## src/rtl/muldiv_unit.sv

```systemverilog
// Iterative multiply/divide engine: one bit per cycle, shift-add multiply and
// restoring divide, with signed/unsigned modes, cancel and divide-by-zero flag.
module muldiv_unit #(
   parameter int unsigned WIDTH = 32
) (
   input  logic             clock,
   input  logic             reset,
   input  logic             start,
   input  logic [1:0]       op,
   input  logic [WIDTH-1:0] a,
   input  logic [WIDTH-1:0] b,
   input  logic             cancel,
   output logic             busy,
   output logic             done,
   output logic             div0,
   output logic [WIDTH-1:0] hi,
   output logic [WIDTH-1:0] lo
);

   localparam int unsigned CW = $clog2(WIDTH + 1);

   typedef enum logic [1:0] {
      S_IDLE,
      S_RUN,
      S_FIX,
      S_DONE
   } state_t;

   state_t             state_q, state_d;
   logic               is_div_q, is_div_d;
   logic               res_neg_q, res_neg_d;
   logic               rem_neg_q, rem_neg_d;
   logic [WIDTH-1:0]   opnd_q, opnd_d;       // multiplicand or divisor magnitude
   logic [2*WIDTH-1:0] acc_q, acc_d;         // product / {remainder, quotient}
   logic [CW-1:0]      cnt_q, cnt_d;
   logic [WIDTH-1:0]   hi_q, hi_d;
   logic [WIDTH-1:0]   lo_q, lo_d;
   logic               busy_q, busy_d;
   logic               done_q, done_d;
   logic               div0_q, div0_d;

   logic               op_signed;
   logic [WIDTH-1:0]   a_mag, b_mag;
   logic [WIDTH:0]     mul_sum;
   logic [WIDTH:0]     div_shift;
   logic               div_ge;
   logic [WIDTH-1:0]   div_rem;
   logic [2*WIDTH-1:0] prod_fix;
   logic [WIDTH-1:0]   quot_fix, rem_fix;

   assign busy = busy_q;
   assign done = done_q;
   assign div0 = div0_q;
   assign hi   = hi_q;
   assign lo   = lo_q;

   // Datapath: operand magnitudes, one multiply/divide step, sign correction
   always_comb begin
      op_signed = ~op[0];
      a_mag     = (op_signed && a[WIDTH-1]) ? ('0 - a) : a;
      b_mag     = (op_signed && b[WIDTH-1]) ? ('0 - b) : b;

      // Add-then-shift: the carry out of the add becomes the new MSB
      mul_sum   = {1'b0, acc_q[2*WIDTH-1:WIDTH]} + (acc_q[0] ? {1'b0, opnd_q} : '0);

      // Restoring step on {remainder, next dividend bit}
      div_shift = {acc_q[2*WIDTH-1:WIDTH], acc_q[WIDTH-1]};
      div_ge    = (div_shift >= {1'b0, opnd_q});
      div_rem   = div_ge ? (div_shift[WIDTH-1:0] - opnd_q) : div_shift[WIDTH-1:0];

      prod_fix  = res_neg_q ? ('0 - acc_q) : acc_q;
      quot_fix  = res_neg_q ? ('0 - acc_q[WIDTH-1:0]) : acc_q[WIDTH-1:0];
      rem_fix   = rem_neg_q ? ('0 - acc_q[2*WIDTH-1:WIDTH]) : acc_q[2*WIDTH-1:WIDTH];
   end

   // Next-state and register updates for the IDLE/RUN/FIX/DONE sequence
   always_comb begin
      state_d   = state_q;
      is_div_d  = is_div_q;
      res_neg_d = res_neg_q;
      rem_neg_d = rem_neg_q;
      opnd_d    = opnd_q;
      acc_d     = acc_q;
      cnt_d     = cnt_q;
      hi_d      = hi_q;
      lo_d      = lo_q;
      div0_d    = div0_q;
      done_d    = 1'b0;

      case (state_q)
         S_IDLE: begin
            if (start) begin
               is_div_d  = op[1];
               res_neg_d = op_signed & (a[WIDTH-1] ^ b[WIDTH-1]);
               rem_neg_d = op_signed & op[1] & a[WIDTH-1];
               div0_d    = 1'b0;
               cnt_d     = CW'(WIDTH);
               if (op[1]) begin
                  opnd_d = b_mag;
                  acc_d  = {{WIDTH{1'b0}}, a_mag};
               end else begin
                  opnd_d = a_mag;
                  acc_d  = {{WIDTH{1'b0}}, b_mag};
               end
               if (op[1] && (b == '0)) begin
                  div0_d  = 1'b1;
                  done_d  = 1'b1;
                  state_d = S_DONE;
               end else begin
                  state_d = S_RUN;
               end
            end
         end
         S_RUN: begin
            if (cancel) begin
               state_d = S_IDLE;
            end else begin
               if (is_div_q) begin
                  acc_d = {div_rem, acc_q[WIDTH-2:0], div_ge};
               end else begin
                  acc_d = {mul_sum, acc_q[WIDTH-1:1]};
               end
               cnt_d = cnt_q - CW'(1);
               if (cnt_q == CW'(1)) begin
                  state_d = S_FIX;
               end
            end
         end
         S_FIX: begin
            if (cancel) begin
               state_d = S_IDLE;
            end else begin
               if (is_div_q) begin
                  hi_d = rem_fix;
                  lo_d = quot_fix;
               end else begin
                  hi_d = prod_fix[2*WIDTH-1:WIDTH];
                  lo_d = prod_fix[WIDTH-1:0];
               end
               done_d  = 1'b1;
               state_d = S_DONE;
            end
         end
         S_DONE: begin
            state_d = S_IDLE;
         end
         default: begin
            state_d = S_IDLE;
         end
      endcase

      busy_d = (state_d != S_IDLE);
   end

   // State and datapath registers with asynchronous clear
   always_ff @(posedge clock or posedge reset) begin
      if (reset) begin
         state_q   <= S_IDLE;
         is_div_q  <= 1'b0;
         res_neg_q <= 1'b0;
         rem_neg_q <= 1'b0;
         opnd_q    <= '0;
         acc_q     <= '0;
         cnt_q     <= '0;
         hi_q      <= '0;
         lo_q      <= '0;
         busy_q    <= 1'b0;
         done_q    <= 1'b0;
         div0_q    <= 1'b0;
      end else begin
         state_q   <= state_d;
         is_div_q  <= is_div_d;
         res_neg_q <= res_neg_d;
         rem_neg_q <= rem_neg_d;
         opnd_q    <= opnd_d;
         acc_q     <= acc_d;
         cnt_q     <= cnt_d;
         hi_q      <= hi_d;
         lo_q      <= lo_d;
         busy_q    <= busy_d;
         done_q    <= done_d;
         div0_q    <= div0_d;
      end
   end

endmodule

```

## config.mk

```make
export PLATFORM = sky130hd
export DESIGN_NAME = muldiv_unit
export DESIGN_NICKNAME = d
export VERILOG_FILES = /design/src/rtl/muldiv_unit.sv
export SDC_FILE = /design/constraint.sdc
export NUM_CORES = 1
export LEC_CHECK = 0
export CORE_UTILIZATION = 30
export DETAILED_ROUTE_END_ITERATION = 6
export PLACE_DENSITY_LB_ADDON = 0.3
export SETUP_SLACK_MARGIN = 0.15
export SLEW_MARGIN = 20
export SYNTH_ARGS = -nofsm -noshare
export SYNTH_HDL_FRONTEND = slang
export SYNTH_SLANG_ARGS = --single-unit
```

## constraint.sdc

```tcl
create_clock -name clock -period 7.1 [get_ports clock]
set_clock_uncertainty 0.1 [all_clocks]
set_input_delay 1.42 -clock clock [delete_from_list [all_inputs] [get_ports clock]]
set_output_delay 1.42 -clock clock [all_outputs]
set_load 0.02 [all_outputs]
```

==> results of run 1 <==
==> Yosys cell counts, types with 5 or more instances <==
cell / n / area (µm²)
a211oi_1: 11 / 82.6
a21o_1: 29 / 218
a21oi_1: 173 / 866
a22oi_1: 16 / 120
a31oi_1: 16 / 100
and2_1: 8 / 50.1
and3_1: 8 / 50.1
buf_1: 5 / 18.8
buf_2: 6 / 30.0
clkbuf_1: 94 / 353
dfrtp_1: 174 / 4350
ha_1: 70 / 876
inv_1: 66 / 248
mux2_2: 6 / 67.6
mux2i_1: 55 / 551
nand2_1: 198 / 743
nand2b_1: 17 / 106
nand3_1: 28 / 140
nand4_1: 8 / 50.1
nor2_1: 168 / 631
nor2b_1: 10 / 62.6
nor3_1: 40 / 200
nor4_1: 13 / 81.3
o211ai_1: 19 / 143
o21a_1: 7 / 52.6
o21ai_0: 191 / 956
o21ai_1: 10 / 50.1
o21bai_1: 9 / 67.6
o221ai_1: 7 / 61.3
o31ai_1: 28 / 210
o41ai_1: 9 / 78.8
or2_2: 8 / 50.1
or3_1: 24 / 150
or4_1: 11 / 82.6
or4_4: 5 / 56.3
xnor2_1: 97 / 850
xor2_1: 84 / 736
==> registers in the layout (all words and copies together) (netlist names), 2 cells and up <==
register,flops
acc_q,64
hi,32
lo,32
opnd_q,32
cnt_q,6
state_q,2
==> per-layer routing <==
metal / track usage / part of all wire / vias to the layer above
li1: - / - / 6496
met1: 0.285 / 0.48 / 6469
met2: 0.304 / 0.44 / 402
met3: 0.0340 / 0.057 / 71
met4: 0.0602 / 0.023 / 4
met5: 0 / 0.00044 / -
==> worst paths after layout <==
kind	end	slack, ps	cells past startpoint	startpoint
worst max-delay path	opnd_q[28]	2760	10	a[9]
worst min-delay path	hi[24]	380	2	hi[24]
worst max register to register	acc_q[61]	2800	14	acc_q[0]
worst min register to register	hi[24]	380	2	hi[24]
max in group asynchronous	is_div_q	4280	3	reset
min in group asynchronous	acc_q[38]	1310	2	reset
==> report_power, final <==
group / internal, mW / switching (mW) / total (mW)
registers: 1.33 / 0.538 / 1.86
logic: 1.72 / 2.42 / 4.13
clock network: 0.547 / 0.458 / 1.00
total: 3.59 / 3.41 / 7.00
==> area by class of cell <==
type	instances	area share
Timing Repair Buffer	155	0.0902
Sequential cell	174	0.261
Multi-Input combinational cell	1445	0.551
Tap cell	607	0.0456
Clock buffer	19	0.0272
Clock inverter	13	0.00931
Inverter	66	0.0152
==> cells by family after synthesis <==
family          after synthesis  synth area share
simple gates                564             0.186
buf+inv                     171            0.0458
xor+xnor                    181             0.112
compound gates              567             0.241
mux                          61            0.0436
flops                       174             0.307
fa+ha+maj                    72            0.0646
==> worst max-delay path, cell delays in order <==
cell	delay (ps)
clkdlybuf4s50_1	470
or4_4	580
or4_4	540
nor2_1	230
nand3_1	160
nor4_1	470
a21oi_1	160
xnor2_1	180
and2_1	160
o31ai_1	220
==> summary.txt, run 1 <==
Final layout
  – Most common cell after layout, fill and taps aside: nand2_1
  – Area taken by multi-input logic gates: 9190 µm²
  – Syn-to-layout area delta: 17.6%
  – Net count, final: 2001
  – Most frequent cells in the layout: nand2_1 (197), o21ai_0 (191), a21oi_1 (173), dfrtp_1 (173), nor2_1 (166)
  – Diode count: 0
  – Post-route cell area: 16700 µm²
  – Fillers: 4864
  – Layout Utilization: 0.358
  – Non-Filler Instances: 2479
  – Share of cells above drive strength 1: 0.0507
  – Register area: 4360 µm²

Global routing
  – Pin count of the biggest net entering global routing: 131
  – Initial antenna violation count: 3
  – GRT Util Overall: 0.200
  – First-pass GRT wire length: 74300 µm
  – GRT Residual Overflow: 0
  – Vias in the first global route: 12686

Drt
  – Final antenna-violating net count: 0
  – TritonRoute pass-1 iters: 5
  – Total Wirelength: 47700 µm
  – Post-DR wirelength/cell: 19.2 µm
  – Vias: 13442
  – DRC Markers: 0
  – DR iter-0 viols: 1006
  – Vias per inst: 5.42

Synth
  – Warnings from Yosys: 0
  – Post-synth EDFFs: 0
  – Post-synthesis cell type count: 74
  – Post-Syn Area: 14200 µm²
  – #FFs+latches synth: 174
  – Post-synthesis instance total: 1790
  – Register area share after synthesis: 0.307
  – Top_reg_cell synth: dfrtp_1
  – Net Count, Synth: 1932
  – Synthesized area per cell: 7.92 µm²
  – Asr flop ratio synth: 1.00

Clock tree
  – Clock tree from TritonCTS: built
  – Clk buf depth: 2
  – Clock slew at reported path FFs: 80 ps
  – Cts repair resizes: 0
  – Post-CTS Setup Bufs: 0
  – H-tree depth: 4
  – CTS root buf: clkbuf_16
  – Clk_lat worst skew: 460 ps
  – Num CTS Buffers: 17
  – # clock sinks: 174
  – Number of hold buffers added after cts: 0

Timing
  – Worst-Margin Slew: 1090 ps
  – Slew HR: 0.273
  – Setup ws final: 2760 ps
  – Final Slew Violations: 0
  – Final Hold Violating Endpoints: 0
  – Fin Hold WS: 380 ps
  – TNS Setup: 0 ps
  – RSZ-0062 raised after global routing: false
  – FMAX: 231 MHz
  – # setup viols final: 0
  – Tmin final: 4340 ps
  – Final Cycle Share: 0.611

Die
  – DIE AREA: 48100 µm²
  – Die height: 219 µm
  – Die X: 219 µm
  – Starting Density: 0.304
  – Core ar.: 46600 µm²
  – IO Count: 137
  – Row count: 79

Placement
  – Pre-CTS WS: 2380 ps
  – GPL Wtd Cong: 0.950
  – Post-Place Cells: 2447
  – Post-DP HPWL: 36500 µm
  – PortBufs: 136
  – Cell Area, Placed: 16000 µm²

Critical path
  – CP Capture Type: register
  – Crit path DAT: 4600 ps
  – Worst-path maximum fanout: 4
  – Critical Path Source Type: input port
  – Critical path class: input port to register
  – CP required: 7360 ps

Pwr
  – Max rail drop VDD: 296 µV
  – Power per cell area: 420 nW/µm²
  – Overall power: 7.00 mW
  – LEAKAGE: 6.99 nW

Run status
  – Run status: complete, no violations

Worst hold path
  – Hold Path Class: register to register

Flow run
  – Max Cap Violations: 0
No activity file was read; power rests on OpenSTA's default activity.
==> run 2: changes to the inputs <==
- clock period: 7.1 -> 4.2 ns (I/O delays scaled with it)
==> run 2 against run 1 <==
Effect of this change:
- register-to-register slack worse by 2400 ps
- global-route usage up 0.81 points
- highest routed layer is now met4
- critical path type is now register to register
- flip-flop and latch count unchanged
- core utilization up 1.1 points
- combinational power up 84%
- clock power up 67%
- clock-buffer cell count unchanged
- largest power group unchanged
- die area unchanged
- sequential share of layout area down 0.76 points
- first-iteration DRC count up 7.4%
- final area up 3.0%
- routed wire length up 4.4%
==> summary.txt, run 2 (synthesis results as in run 1) <==
Run status
  – Run status: complete, no violations (unchanged)

Critical path
  – Critical path class: register to register (was input port to register)
  – CP required: 4450 ps (was 7360 ps)
  – Most frequent CP cell: a21oi_1 (was or4_4)
  – Worst r2r src: acc_q[33] (was acc_q[0])
  – Buf+Inv Stages, Crit Path: 1 (unchanged)
  – Worst r2r dst: acc_q[35] (was acc_q[61])
  – Crit. Startpoint: acc_q[33] (was a[9])
  – Reg2Reg Setup Slack: 380 ps (was 2800 ps)
  – Critical Path Source Type: register (was input port)
  – CP endpoint: acc_q[35] (was opnd_q[28])
  – Worst-path maximum fanout: 12 (was 4)
  – Slowest CP cell: a22oi_2 (was or4_4)
  – Crit path DAT: 4080 ps (was 4600 ps)
  – CP Capture Type: register (unchanged)
  – Worst reg-to-reg path cell count: 12 (was 14)
  – Critical path's top delay family: compound AO/OA/AOI/OAI gates (was simple AND/OR/NAND/NOR gates)
  – Critical Path Stages: 12 (was 10)
  – Slowest stage delay, CP: 620 ps (was 580 ps)
  – Cell Chain, Critical Path: ha_1, nand3_1, a21oi_1, o211ai_1, a21oi_1, o21a_1, o31ai_1, a22oi_2, buf_4, mux2_2, a21oi_1, nor2_1 (was clkdlybuf4s50_1, or4_4, or4_4, nor2_1, nand3_1, nor4_1, a21oi_1, xnor2_1, and2_1, o31ai_1)

Final layout
  – Syn-to-layout area delta: 21.1% (was 17.6%)
  – Most frequent cells in the layout: nand2_1 (198), o21ai_0 (191), a21oi_1 (173), dfrtp_1 (173), nor2_1 (167) (was nand2_1 (197), o21ai_0 (191), a21oi_1 (173), dfrtp_1 (173), nor2_1 (166))
  – Most common cell after layout, fill and taps aside: nand2_1 (unchanged)
  – Max reg flops: 64 (unchanged)
  – Net count, final: 2062 (was 2001)
  – Diode count: 0 (unchanged)
  – Layout Utilization: 0.369 (was 0.358)
  – Most flops, register: acc_q (unchanged)
  – Share of cells above drive strength 1: 0.0797 (was 0.0507)
  – Post-route cell area: 17200 µm² (was 16700 µm²)
  – Non-Filler Instances: 2540 (was 2479)

Drt
  – DR iter-0 viols: 1080 (was 1006)
  – Vias per inst: 5.39 (was 5.42)
  – Total Wirelength: 49800 µm (was 47700 µm)
  – TritonRoute pass-1 iters: 6 (was 5)
  – DRC Markers: 0 (unchanged)
  – Post-DR wirelength/cell: 19.6 µm (was 19.2 µm)
  – Vias: 13702 (was 13442)
  – Final antenna-violating net count: 0 (unchanged)

Global routing
  – Pin count of the biggest net entering global routing: 79 (was 131)
  – Initial antenna violation count: 0 (was 3)
  – First-pass GRT wire length: 76000 µm (was 74300 µm)
  – GRT Util Overall: 0.208 (was 0.200)
  – GRT Residual Overflow: 0 (unchanged)
  – Vias in the first global route: 12946 (was 12686)

Timing
  – Setup ws final: 378 ps (was 2760 ps)
  – Slew HR: 0.474 (was 0.273)
  – Final Slew Violations: 0 (unchanged)
  – RSZ-0062 raised after global routing: false (unchanged)
  – FMAX: 262 MHz
  – Fin Hold WS: 379 ps (was 380 ps)
  – # setup viols final: 0 (unchanged)
  – Final Hold Violating Endpoints: 0 (unchanged)
  – Tmin final: 3820 ps
  – Worst-Margin Slew: 787 ps (was 1090 ps)
  – TNS Setup: 0 ps (unchanged)
  – Final Cycle Share: 0.910

Placement
  – Pre-CTS WS: 87.7 ps (was 2380 ps)
  – GPL Wtd Cong: 0.956 (was 0.950)
  – Post-Place Cells: 2508 (was 2447)
  – PortBufs: 136 (unchanged)
  – Cell Area, Placed: 16600 µm² (was 16000 µm²)
  – Post-DP HPWL: 39400 µm (was 36500 µm)

Die
  – DIE AREA: 48100 µm² (unchanged)
  – Die X: 219 µm (unchanged)
  – IO Count: 137 (unchanged)
  – Starting Density: 0.304 (unchanged)
  – Die height: 219 µm (unchanged)
  – Row count: 79 (unchanged)
  – Core ar.: 46600 µm² (unchanged)

Pwr
  – Overall power: 12.2 mW (was 7.00 mW)
  – LEAKAGE: 7.30 nW (was 6.99 nW)
  – Power per cell area: 712 nW/µm² (was 420 nW/µm²)
  – Comb pwr share: 0.623 (was 0.590)
  – Sw power: 5.89 mW (was 3.41 mW)
  – Max rail drop VDD: 423 µV (was 296 µV)
  – Sequential share of power: 0.240 (was 0.266)
  – Clk pwr share: 0.137 (was 0.143)
  – Internal: 6.33 mW (was 3.59 mW)
  – Sw Share: 0.482 (was 0.487)

Clock tree
  – CTS root buf: clkbuf_16 (unchanged)
  – H-tree depth: 4 (unchanged)
  – Number of hold buffers added after cts: 0 (unchanged)
  – Clock tree from TritonCTS: built (unchanged)
  – Clk buf depth: 2 (unchanged)
  – Clock slew at reported path FFs: 70 ps (was 80 ps)
  – Clk_lat worst skew: 470 ps (was 460 ps)
  – # clock sinks: 174 (unchanged)
  – Num CTS Buffers: 17 (unchanged)

Flow run
  – Max Cap Violations: 0 (unchanged)

Worst hold path
  – Hold Path Class: register to register (unchanged)
  – Hold Startpoint: hi[3] (was hi[24])
==> run 2: worst min-delay path: cells and delay by family, from the launching register on <==
kind,cells,cell delay [ps]
and+or+nand+nor,1,50
DFF,1,340
AOI/OAI and AO/OA,1,60
==> run 2: metal layers <==
layer	GRT usage	routed length, µm	share of wire	vias to the layer above
met1	0.291	23300	0.47	6583
li1	-	-	-	6622
met3	0.0344	2810	0.056	78
met4	0.0829	1540	0.031	0
met2	0.316	22100	0.44	419
met5	0	0	0	-
==> run 2: power by group through the flow <==
stage | registers, mW | logic, mW | clock network (mW)
floorplan | 2.91 | 5.04 | 0
detailed placement | 2.96 | 7.53 | 0
global placement | 2.93 | 7.51 | 0
CTS | 2.93 | 7.57 | 1.72
global route | 3.02 | 8.39 | 1.79
finish | 2.93 | 7.61 | 1.67
==> run 2: cell type report <==
type	count	area, µm²
fill	4856	29400
multi-input combinational	1445	9180
sequential	174	4360
timing repair buffer	216	2020
tap	607	759
clock buffer	19	443
inverter	66	251
clock inverter	13	153
==> run 2: worst min-delay path by stage <==
stage,end,slack (ps),cells past startpoint
2_1_floorplan,opnd_q[28],350,2
3_3_place_gp,lo[0],360,2
3_5_place_dp,lo[24],370,2
4_1_cts,lo[24],390,2
5_1_grt,lo[4],400,2
6_report,hi[3],380,2
==> run 2: what timing repair did <==
item / in CTS / in global routing
setup endpoints to repair: 0 / 5
buffers inserted: 0 / 0
endpoints found under the hold margin: 0 / 0
resized for setup: 0 / 1
